**config.mk**
```make
export PLATFORM = sky130hd
export DESIGN_NAME = keypad_encoder_ctrl
export DESIGN_NICKNAME = d
export VERILOG_FILES = /design/src/rtl/microwave_pkg.sv /design/src/rtl/key_prio_enc.sv /design/src/rtl/keypad_encoder_ctrl.sv
export SDC_FILE = /design/constraint.sdc
export NUM_CORES = 1
export LEC_CHECK = 0
export ABC_AREA = 1
export CAP_MARGIN = 25
export CORE_MARGIN = 1.5
export CORE_UTILIZATION = 54
export CTS_CLUSTER_DIAMETER = 150
export CTS_CLUSTER_SIZE = 20
export DETAILED_ROUTE_END_ITERATION = 10
export PLACE_DENSITY = 0.76
export REMOVE_ABC_BUFFERS = 1
export SLEW_MARGIN = 20
export SYNTH_ARGS = -nofsm -noshare
export SYNTH_HDL_FRONTEND = slang
export SYNTH_SLANG_ARGS = --single-unit
```
**constraint.sdc**
```tcl
create_clock -name clk -period 2.1 [get_ports clk]
set_clock_uncertainty 0.1 [all_clocks]
set_input_delay 0.42 -clock clk [delete_from_list [all_inputs] [get_ports clk]]
set_output_delay 0.42 -clock clk [all_outputs]
set_load 0.01 [all_outputs]
```
**src/rtl/microwave_pkg.sv**
```systemverilog
// Shared encodings and timing defaults for the
// microwave front-panel keypad controller.
package microwave_pkg;

  localparam int CODE_W = 4;

  localparam int DEF_DEB_CYCLES   = 4;
  localparam int DEF_STROBE_DELAY = 8;
  localparam int DEF_STROBE_LEN   = 2;

  localparam logic [2:0] ST_IDLE     = 3'd0;
  localparam logic [2:0] ST_DEBOUNCE = 3'd1;
  localparam logic [2:0] ST_DELAY    = 3'd2;
  localparam logic [2:0] ST_STROBE   = 3'd3;
  localparam logic [2:0] ST_RELEASE  = 3'd4;

  typedef enum logic [2:0] {
    IDLE     = ST_IDLE,
    DEBOUNCE = ST_DEBOUNCE,
    DELAY    = ST_DELAY,
    STROBE   = ST_STROBE,
    RELEASE  = ST_RELEASE
  } state_t;

  function automatic int max3(
    input int a,
    input int b,
    input int c
  );
    int m;
    m = (a > b) ? a : b;
    return (m > c) ? m : c;
  endfunction

endpackage

```
**src/rtl/key_prio_enc.sv**
```systemverilog
// Lowest-set-bit encoder for the raw key lines;
// lowest index wins when several keys are down.
module key_prio_enc
  import microwave_pkg::*;
#(
  parameter int NKEYS = 10
) (
  input  logic [NKEYS-1:0]  key,
  output logic [CODE_W-1:0] code,
  output logic              any
);

  always_comb begin
    code = '0;
    any  = |key;
    for (int i = NKEYS - 1; i >= 0; i--) begin
      if (key[i]) begin
        code = CODE_W'(i);
      end
    end
  end

endmodule

```
**src/rtl/keypad_encoder_ctrl.sv**
```systemverilog
// Keypad sequencer: pick, debounce, settle, strobe
// the key code, then wait for a stable release.
module keypad_encoder_ctrl
  import microwave_pkg::*;
#(
  parameter int NKEYS        = 10,
  parameter int DEB_CYCLES   = DEF_DEB_CYCLES,
  parameter int STROBE_DELAY = DEF_STROBE_DELAY,
  parameter int STROBE_LEN   = DEF_STROBE_LEN
) (
  input  logic              clk,
  input  logic              clr,
  input  logic [NKEYS-1:0]  key,
  output logic [CODE_W-1:0] code,
  output logic              valid,
  output logic              busy
);

  localparam int CNT_MAX =
    max3(DEB_CYCLES, STROBE_DELAY, STROBE_LEN);
  localparam int CW = $clog2(CNT_MAX + 1);

  localparam logic [CW-1:0] ONE = CW'(1);
  localparam logic [CW-1:0] DEB_LAST =
    CW'(DEB_CYCLES - 1);
  localparam logic [CW-1:0] DLY_LAST =
    CW'(STROBE_DELAY - 1);
  localparam logic [CW-1:0] LEN_LAST =
    CW'(STROBE_LEN - 1);

  state_t             state;
  logic [CW-1:0]      cnt;
  logic [CODE_W-1:0]  idx;
  logic [NKEYS-1:0]   key_q;
  logic [CODE_W-1:0]  enc_code;
  logic               any;

  key_prio_enc #(
    .NKEYS(NKEYS)
  ) u_enc (
    .key (key_q),
    .code(enc_code),
    .any (any)
  );

  // valid/busy are set on the transition edge so
  // they are registered copies of the state.
  always_ff @(posedge clk) begin
    if (!clr) begin
      state <= IDLE;
      cnt   <= '0;
      idx   <= '0;
      key_q <= '0;
      code  <= '0;
      valid <= 1'b0;
      busy  <= 1'b0;
    end else begin
      key_q <= key;
      unique case (state)
        IDLE: begin
          if (any) begin
            idx   <= enc_code;
            cnt   <= '0;
            state <= DEBOUNCE;
            busy  <= 1'b1;
          end
        end
        DEBOUNCE: begin
          if (!key_q[idx]) begin
            cnt   <= '0;
            state <= IDLE;
            busy  <= 1'b0;
          end else if (cnt == DEB_LAST) begin
            cnt   <= '0;
            state <= DELAY;
          end else begin
            cnt <= cnt + ONE;
          end
        end
        DELAY: begin
          if (cnt == DLY_LAST) begin
            cnt   <= '0;
            code  <= idx;
            state <= STROBE;
            valid <= 1'b1;
          end else begin
            cnt <= cnt + ONE;
          end
        end
        STROBE: begin
          if (cnt == LEN_LAST) begin
            cnt   <= '0;
            state <= RELEASE;
            valid <= 1'b0;
          end else begin
            cnt <= cnt + ONE;
          end
        end
        RELEASE: begin
          if (any) begin
            cnt <= '0;
          end else if (cnt == DEB_LAST) begin
            cnt   <= '0;
            state <= IDLE;
            busy  <= 1'b0;
          end else begin
            cnt <= cnt + ONE;
          end
        end
        default: begin
          cnt   <= '0;
          state <= IDLE;
          valid <= 1'b0;
          busy  <= 1'b0;
        end
      endcase
    end
  end

endmodule
```
Yosys cells after proc, flatten, opt, wreduce, memory -nomap -nowiden. Cells that the tools add are included.

Flip-flop bits (word level): 27. Input bits: 12. Output and inout bits: 6. Word-level logic and storage cells: 69.

Add/subtract/negate cells: 1. Order comparisons: 1. Eq/ne operators: 14. Mux-type cells: 35. Bitwise logic cells: 2. Reduce and logical (&&, ||, !) cells: 9.

Operators with widths (number): $mux W4 (16); $mux W3 (7); $pmux W4 S5 (1); $pmux W3 S5 (1); $ne A2 B2 Y1 const B (6); $reduce_or A10 Y1 (1); $mux W1 (7); $eq A3 B2 Y1 const B (2); $reduce_and A6 Y1 (1); $lt A4 B5 Y1 const B (1); $reduce_and A5 Y1 (1); $add A4 B1 Y4 const B (1); $bmux W1 S4 (1); $eq A4 B1 Y1 const B (1); $eq A4 B2 Y1 const B (1); $eq A4 B3 Y1 const B (1); $pmux W1 S4 (1); $reduce_and A2 Y1 (2); $eq A3 B1 Y1 const B (1); $eq A3 B3 Y1 const B (1); $logic_not A3 Y1 (1); $ne A3 B3 Y1 const B (1); $pmux W1 S3 (1); $reduce_and A3 Y1 (1); other kinds (3) (4).

Depth between registers and ports, before layout. Gate-level depths: netlist of the first run.

Word-level depth: 10. Mapped depth: 12. Depth with buffers taken out: 12.

Modules after synthesis. A second synthesis of the first run with hierarchy kept.

Cells, all modules: 226. Area total of the unflattened synthesis: 1482.7 sq um.

By module, submodules not included: keypad_encoder_ctrl (times used 1, cells each 198, area an instance 1360.1 sq um, sequential area each 540.5 sq um); key_prio_enc (times used 1, cells each 28, area an instance 122.6 sq um, sequential area each 0.0 sq um).

Worst setup path after synthesis of the first run. Ideal clock, no wire load.

Path type: flip-flop to flip-flop. From: reg cnt[0]. To: reg state[0]. Setup time: 0.113 ns. Arrival: 1.271 ns. Data required time: 1.887 ns. Setup slack: 0.616 ns. Cell stages (with the launch flop): 9. Path buffers: 0. Period minus slack after synthesis: 1.484 ns. Cells stage by stage: dfxtp_1 ha_1 inv_1 nor3_2 inv_1 nand3_1 nand3_2 nor2_1 nor2_1.

Longest elaborated chain between the ends: 3. Elaborated cells between the ends (all ways): 8. Classes of those cells: 7 x eq/ne; 1 x reduce/logical.

Ends and longest elaborated chain: start: declaration (RTL line keypad_encoder_ctrl.sv:32) `logic [CW-1:0] cnt;`; start signal: assignment (RTL line keypad_encoder_ctrl.sv:77) `cnt <= cnt + ONE;`; start signal: assignment (RTL line keypad_encoder_ctrl.sv:87) `cnt <= cnt + ONE;`; start signal: assignment (RTL line keypad_encoder_ctrl.sv:96) `cnt <= cnt + ONE;`; $eq A4 B2 Y1 (tied with other cells) (RTL line keypad_encoder_ctrl.sv:73, keypad_encoder_ctrl.sv:102); $ne A3 B3 Y1 (no line) or $ne A2 B2 Y1 (tied branches); $reduce_and A6 Y1 (no line) *; end signal: assignment (RTL line keypad_encoder_ctrl.sv:71) `state <= IDLE;`; end signal: assignment (RTL line keypad_encoder_ctrl.sv:75) `state <= DELAY;`; end signal: assignment (RTL line keypad_encoder_ctrl.sv:104) `state <= IDLE;`; end: declaration (RTL line keypad_encoder_ctrl.sv:31) `state_t state;`.

Mark *: on every way between the ends. The rest lies on a longest branch, timed or not. A chain may end at the register's enable or synchronous reset.

Worst setup path in the final report of the first run.
From: reg valid. To: out valid.

RTL lines: start: declaration (RTL line keypad_encoder_ctrl.sv:15) `output logic valid,`; start signal: assignment (RTL line keypad_encoder_ctrl.sv:55) `valid <= 1'b0;`; start signal: assignment (RTL line keypad_encoder_ctrl.sv:85) `valid <= 1'b1;`; start signal: assignment (RTL line keypad_encoder_ctrl.sv:94) `valid <= 1'b0;`.

No word-level cell between the ends.

==> flow_summary.json, run 1 <==
{
  "status": "finished clean",
  "clkSlewWorstSetupHoldPaths_ns": 0.14,
  "die_width_um": 54.5,
  "dp_slack_ns": 0.434,
  "max_freq_ghz": 0.573,
  "holdBufCountCts": 0,
  "arrival_ns": 1.23,
  "ys_types": 26,
  "layout_min_cycle_time_ns": 1.75,
  "netlist.top_cell.by_area": "dfxtp_1",
  "worst_ep_required_time_ns": 1.58,
  "drt-total-wl_mm": 2.75,
  "area_growth_pct": 16.8,
  "ant_nets": 0,
  "cts_buffers": 3,
  "hold_viol_final": 0,
  "min_from": "valid$_SDFFE_PN0P_",
  "vias": 1333,
  "post_cts_buffers": 0,
  "nFillCells": 222,
  "drt-initial-drc-count": 15,
  "clock_path_buffers": 2,
  "fin_setup_tns_ns": 0,
  "nets": 250,
  "overflow": 0,
  "rr_startpoint": "cnt[0]$_SDFFE_PN0P_",
  "final-setup-viol-count": 0,
  "wl_per_cell_um": 10.4,
  "place_area_um2": 1650,
  "drv_cap": 0,
  "dieArea_um2": 2970,
  "grt_setup_unrepaired": "false",
  "cp_top_family": "buffers and inverters",
  "async_reset_ff_share_pct": 0,
  "multi_input_area_um2": 711,
  "place_congestion": 0.883,
  "die-height_um": 54.5,
  "slew_violations": 0,
  "cts_max_level": 1,
  "drive_gt1_share_pct": 15.7,
  "fin_crit_sh_pct": 83.1,
  "grt_usage_pct": 21.2,
  "critPathKind": "flip-flop to output port",
  "avgSynthCellArea_um2": 6.69,
  "place.port_buffers": 17,
  "critPathLaunchType": "flip-flop",
  "tightest_slew_ns": 0.326,
  "core-area_um2": 2500,
  "synth_cells": 214,
  "cp_max_fo": 2,
  "yosysTopAreaCellShare_pct": 37.7,
  "leakage_uw": 0.000842,
  "clk-insertion-delay-late_ns": 0.33,
  "synth_edf_count": 0,
  "ys_warn_count": 0,
  "first_pass_iters": 4,
  "place_hpwl_mm": 2.22,
  "slew_headroom_pct": 78.2,
  "ys_seq_area_share_pct": 37.7,
  "max_stage_delay_ns": 0.53,
  "antenna_found_initial": 0,
  "setup_slack_ns": 0.354,
  "grt_pass1_wl_mm": 4.64,
  "slowest_stage": "clkdlybuf4s50_1",
  "seq_area_um2": 541,
  "ys.flop_type": "dfxtp_1",
  "critPathBufInv": 1,
  "cts_tree": "built",
  "hold_class": "flip-flop to flip-flop",
  "initial_core_util_pct": 57.3,
  "worstPathCellList": "clkdlybuf4s50_1",
  "synth_area_um2": 1430,
  "cts_resized": 0,
  "synth_seq_cells": 27,
  "viasPerCell": 5.03,
  "design_area_um2": 1670,
  "grt_max_degree": 15,
  "grt_pass1_vias": 1133,
  "cts-root-buf": "clkbuf_4",
  "max-vdd-ir-drop_mv": 0.625,
  "drc": 0,
  "power_density_nw_per_um2": 960,
  "n_antenna_cell": 0,
  "synth.area.top_cells": "dfxtp_1 (38%), nand2_1 (14%), inv_1 (8.4%)",
  "pin_count": 18,
  "end_kind": "output port",
  "crit_path_start": "valid$_SDFFE_PN0P_",
  "rows": 18,
  "clkSinkCount": 27
}
-- worst min-delay path, stage by stage (launching register included) --
cell     delay [ns]
dfxtp_1        0.34
o31ai_1        0.06
a21oi_1        0.06
-- kinds of logic after synthesis --
kind of cell	share of synthesized area, %
flops	37.7
simple gates	35.0
xor+xnor	1.22
compound gates	11.6
fa+ha+maj	1.75
buf+inv	12.7
-- cells in the mapped netlist, types with 2 or more instances --
master	instances
nand3_2	2
dfxtp_1	27
nor3_2	5
inv_1	32
nor2_2	4
inv_2	14
a211oi_1	2
nand4_1	5
nand2_1	54
nor2_1	16
nand2_2	3
o21ai_0	4
o21ai_1	4
o21ai_2	2
nand3_1	15
ha_1	2
a21oi_1	14
-- sequential cells by signal, indices dropped and copies added, names as in the netlist --
name   count
code       4
key_q     10
cnt        4
valid      1
busy       1
idx        4
state      3
-- power by group --
part	leakage [µW]	switching (µW)	internal, µW
combinational	0.000604	434	256
sequential	0.000222	95.0	598
clock	0.0000150	149	74.5
total	0.000842	678	928
-- worst paths after layout --
path	cells past startpoint	endpoint	slack (ns)
worst max-delay path	1	valid	0.35
worst min-delay path	2	valid$_SDFFE_PN0P_	0.40
worst max register to register	9	state[2]$_SDFFE_PN0P_	0.39
worst min register to register	2	valid$_SDFFE_PN0P_	0.40
-- area by class of cell --
cell class,instances,area share [%]
multi-input cells,139,42.5
flip-flops and latches,27,32.3
repair buffers,19,11.1
inverters,46,10.3
well taps,30,2.24
clock buffers,4,1.57
-- metrics by stage --
step	hold WS, ns	total power (µW)	std cells	utilization, %
6_report	0.395	1610	265	66.9
5_1_grt	0.418	1730	265	66.9
4_1_cts	0.397	1610	265	66.9
3_5_place_dp	0.377	1390	261	65.9
3_3_place_gp	0.382	1370	261	65.9
2_1_floorplan	0.364	1210	212	-
-- placed cells by master (no fill, tap or decap), types with 3 or more instances in the layout --
cell / netlist / layout
nor3_2: 5 / 5
nor2_1: 16 / 16
a21oi_1: 14 / 14
clkbuf_4: 0 / 3
clkdlybuf4s50_1: 0 / 17
o21ai_1: 4 / 4
nand4_1: 5 / 5
nor2_2: 4 / 4
nand2_2: 3 / 3
inv_2: 14 / 14
dfxtp_1: 27 / 27
nand2_1: 54 / 54
inv_1: 32 / 32
nand3_1: 15 / 15
o21ai_0: 4 / 4
-- layer usage --
layer	GRT usage [%]	up-vias	part of all wire (%)
met2	32.9	28	46
met1	28.9	590	49
met4	10.0	0	2.0
met5	0	-	0
li1	-	708	-
met3	3.01	7	3.4
Note: power is estimated with default switching activity, not from simulation.
==> run 2: changes to the inputs <==
--- a/config.mk
+++ b/config.mk
@@ -8,11 +8,11 @@
 export ABC_AREA = 1
 export CAP_MARGIN = 25
 export CORE_MARGIN = 1.5
-export CORE_UTILIZATION = 54
+export CORE_UTILIZATION = 49
 export CTS_CLUSTER_DIAMETER = 150
 export CTS_CLUSTER_SIZE = 20
 export DETAILED_ROUTE_END_ITERATION = 10
-export PLACE_DENSITY = 0.76
+export PLACE_DENSITY = 0.73
 export REMOVE_ABC_BUFFERS = 1
 export SLEW_MARGIN = 20
 export SYNTH_ARGS = -nofsm -noshare
==> constraint.sdc (replaced) <==
create_clock -name clk -period 1.43 [get_ports clk]
set_clock_uncertainty 0.1 [all_clocks]
set_input_delay 0.286 -clock clk [delete_from_list [all_inputs] [get_ports clk]]
set_output_delay 0.286 -clock clk [all_outputs]
set_load 0.01 [all_outputs]
==> run 2 against run 1 <==
  * The flow now finishes with violations (negative setup slack)
  * Via count up 5.3%
  * Utilization up 4.4 points
  * Die area up 9.6%
  * Clock-buffer cell count down 1
  * Global-route usage up 0.45 points
  * Critical path type is now flip-flop to flip-flop
  * First-iteration DRC count rose to 2.9 times the previous value
  * Routed wire length up 14%
  * Final area up 18%
  * Total power up 72%
  * Register-to-register slack worse by 0.45 ns
  * Worst setup slack worse by 0.41 ns
  * Clock power up 60%
==> flow_summary.json, run 2 (synthesis gave the netlist of run 1 again) <==
{
  "status": "complete, but fails checks",
  "violations": "negative setup slack",
  "final-setup-viol-count": 7,
  "final_common_cell": "nand2_1",
  "largest_reg_flops": 10,
  "grt_setup_unrepaired": "true",
  "pwr-share-comb_pct": 50.5,
  "max-vdd-ir-drop_mv": 1.08,
  "leakage_uw": 0.000993,
  "pin_count": 18,
  "setup_slack_ns": -0.0553,
  "wl_per_cell_um": 10.8,
  "fin_setup_tns_ns": -0.237,
  "wl_met1_mm": 1.58,
  "holdWs_ns": 0.347,
  "seq_power_share_pct": 36.6,
  "r2r_end": "cnt[0]$_SDFFE_PN0P_",
  "ant_nets": 0,
  "wl_met2_mm": 1.40,
  "hold_end": "key_q[0]$_SDFF_PN0_",
  "hold_class": "input pin to flip-flop",
  "clk-insertion-delay-late_ns": 0.34,
  "max_freq_ghz": 0.673,
  "place_congestion": 0.860,
  "grt_usage_pct": 21.7,
  "viasPerCell": 4.82,
  "r2r_setup_slack_ns": -0.06,
  "drt-initial-drc-count": 44,
  "rows": 19,
  "cts_buffers": 3,
  "dieArea_um2": 3260,
  "p_sw_share_pct": 41.4,
  "clock_path_buffers": 2,
  "r2r.worst_path.cells": 12,
  "end_kind": "flip-flop",
  "drc": 0,
  "area_growth_pct": 37.2,
  "drv_cap": 0,
  "core-area_um2": 2760,
  "n_antenna_cell": 0,
  "clkSinkCount": 27,
  "fin_crit_sh_pct": 104,
  "worstHoldPathCells": 3,
  "antenna_found_initial": 0,
  "p_clk_share_pct": 12.9,
  "top_register": "key_q",
  "grt_pass1_vias": 1263,
  "mostFrequentLayoutCells": "nand2_1 (50), inv_1 (31), buf_4 (25)",
  "routed-wl-met3_um": 105,
  "cp_max_fo": 5,
  "layout_min_cycle_time_ns": 1.49,
  "cts-root-buf": "clkbuf_4",
  "cts_max_level": 1,
  "critPathKind": "flip-flop to flip-flop",
  "overflow": 0,
  "vias": 1403,
  "intPower_uw": 1620,
  "power_density_nw_per_um2": 1400,
  "holdBufCountCts": 0,
  "hold_viol_final": 0,
  "die_width_um": 57.1,
  "switching_power_uw": 1140,
  "die-height_um": 57.1,
  "drive_gt1_share_pct": 30.8,
  "slew_violations": 0,
  "rr_startpoint": "key_q[6]$_SDFF_PN0_",
  "clkSlewWorstSetupHoldPaths_ns": 0.16,
  "critPathLaunchType": "flip-flop",
  "initial_core_util_pct": 52.0,
  "place_hpwl_mm": 2.31,
  "place_inst": 283,
  "final_cell_count_no_fill": 291,
  "arrival_ns": 1.69,
  "place.port_buffers": 17,
  "drt-total-wl_mm": 3.14,
  "tightest_slew_ns": 0.326,
  "worst_ep_required_time_ns": 1.64,
  "first_pass_iters": 4,
  "power_uw": 2760,
  "grt_pass1_wl_mm": 5.51,
  "highest_layer": "met4",
  "grt_max_degree": 17,
  "cts_tree": "built",
  "min_from": "key[0]",
  "nets": 275,
  "slew_headroom_pct": 78.2
}
==> run 2: cell types whose count changed in the layout (fill, tap and decap cells not counted), moves of 2 or more <==
cell and delta:
dfxtp_2 +9, buf_4 +23, dlygate4sd2_1 +6, nor2_4 +2, clkdlybuf4s50_1 -6, nor3_4 +5, dfxtp_1 -10, nand2_1 -4
nand2_2 +3, nor3_2 -5
==> run 2: worst max-delay path by stage <==
stage                                from  slack, ns               endpoint
global placement      idx[0]$_SDFFE_PN0P_      -0.09    cnt[2]$_SDFFE_PN0P_
CTS                 state[0]$_SDFFE_PN0P_      -0.03    cnt[0]$_SDFFE_PN0P_
floorplan             cnt[0]$_SDFFE_PN0P_      -0.05  state[0]$_SDFFE_PN0P_
detailed placement    idx[0]$_SDFFE_PN0P_      -0.09    cnt[0]$_SDFFE_PN0P_
finish                key_q[6]$_SDFF_PN0_      -0.06    cnt[0]$_SDFFE_PN0P_
global route          key_q[6]$_SDFF_PN0_      -0.19    cnt[3]$_SDFFE_PN0P_
==> run 2: what timing repair did <==
item / 4_1_cts / 5_1_grt
resized for setup: 18 / 16
gates cloned: 0 / 1
pin swaps: 5 / 4
setup endpoints to repair: 15 / 16
setup buffers: 1 / 2
==> run 2: power groups by stage <==
| stage | Clock, µW | Sequential [µW] | Combinational, µW |
|---|---|---|---|
| 6_report | 356 | 1010 | 1390 |
| 3_3_place_gp | 0 | 994 | 1290 |
| 2_1_floorplan | 0 | 1000 | 779 |
| 4_1_cts | 368 | 995 | 1330 |
| 3_5_place_dp | 0 | 996 | 1300 |
| 5_1_grt | 392 | 1030 | 1560 |
==> run 2: stage by stage <==
step / cell area, µm² / setup slack (ns) / util, %
2_1_floorplan: 1420 / -0.0543 / -
3_3_place_gp: 1820 / -0.0930 / 65.9
3_5_place_dp: 1820 / -0.0878 / 65.9
4_1_cts: 1880 / -0.0300 / 68.1
5_1_grt: 1970 / -0.194 / 71.3
6_report: 1970 / -0.0553 / 71.3
==> run 2: cell type report <==
type	instances	area (µm²)
Timing Repair Buffer	43	370
Fill cell	234	792
Multi-Input combinational cell	140	798
Clock buffer	3	22.5
Inverter	46	173
Sequential cell	27	556
Tap cell	31	38.8
Clock inverter	1	7.51
==> run 2: per-layer routing <==
layer  vias to the layer above  track usage (%)
met5                         -                0
met4                         0             8.97
met3                         4             4.08
met2                        19             32.0
met1                       626             31.2
li1                        754                -
==> run 2: worst max-delay path: stages (launching register included) <==
cell     delay (ns)
dfxtp_2        0.36
nor2_4         0.13
nand3_4        0.09
nor2_4         0.10
nand2_4        0.07
buf_4          0.13
inv_1          0.07
nand2_1        0.06
nand2_2        0.09
nand2_1        0.05
nand3_1        0.08
nand2_1        0.05
inv_1          0.04
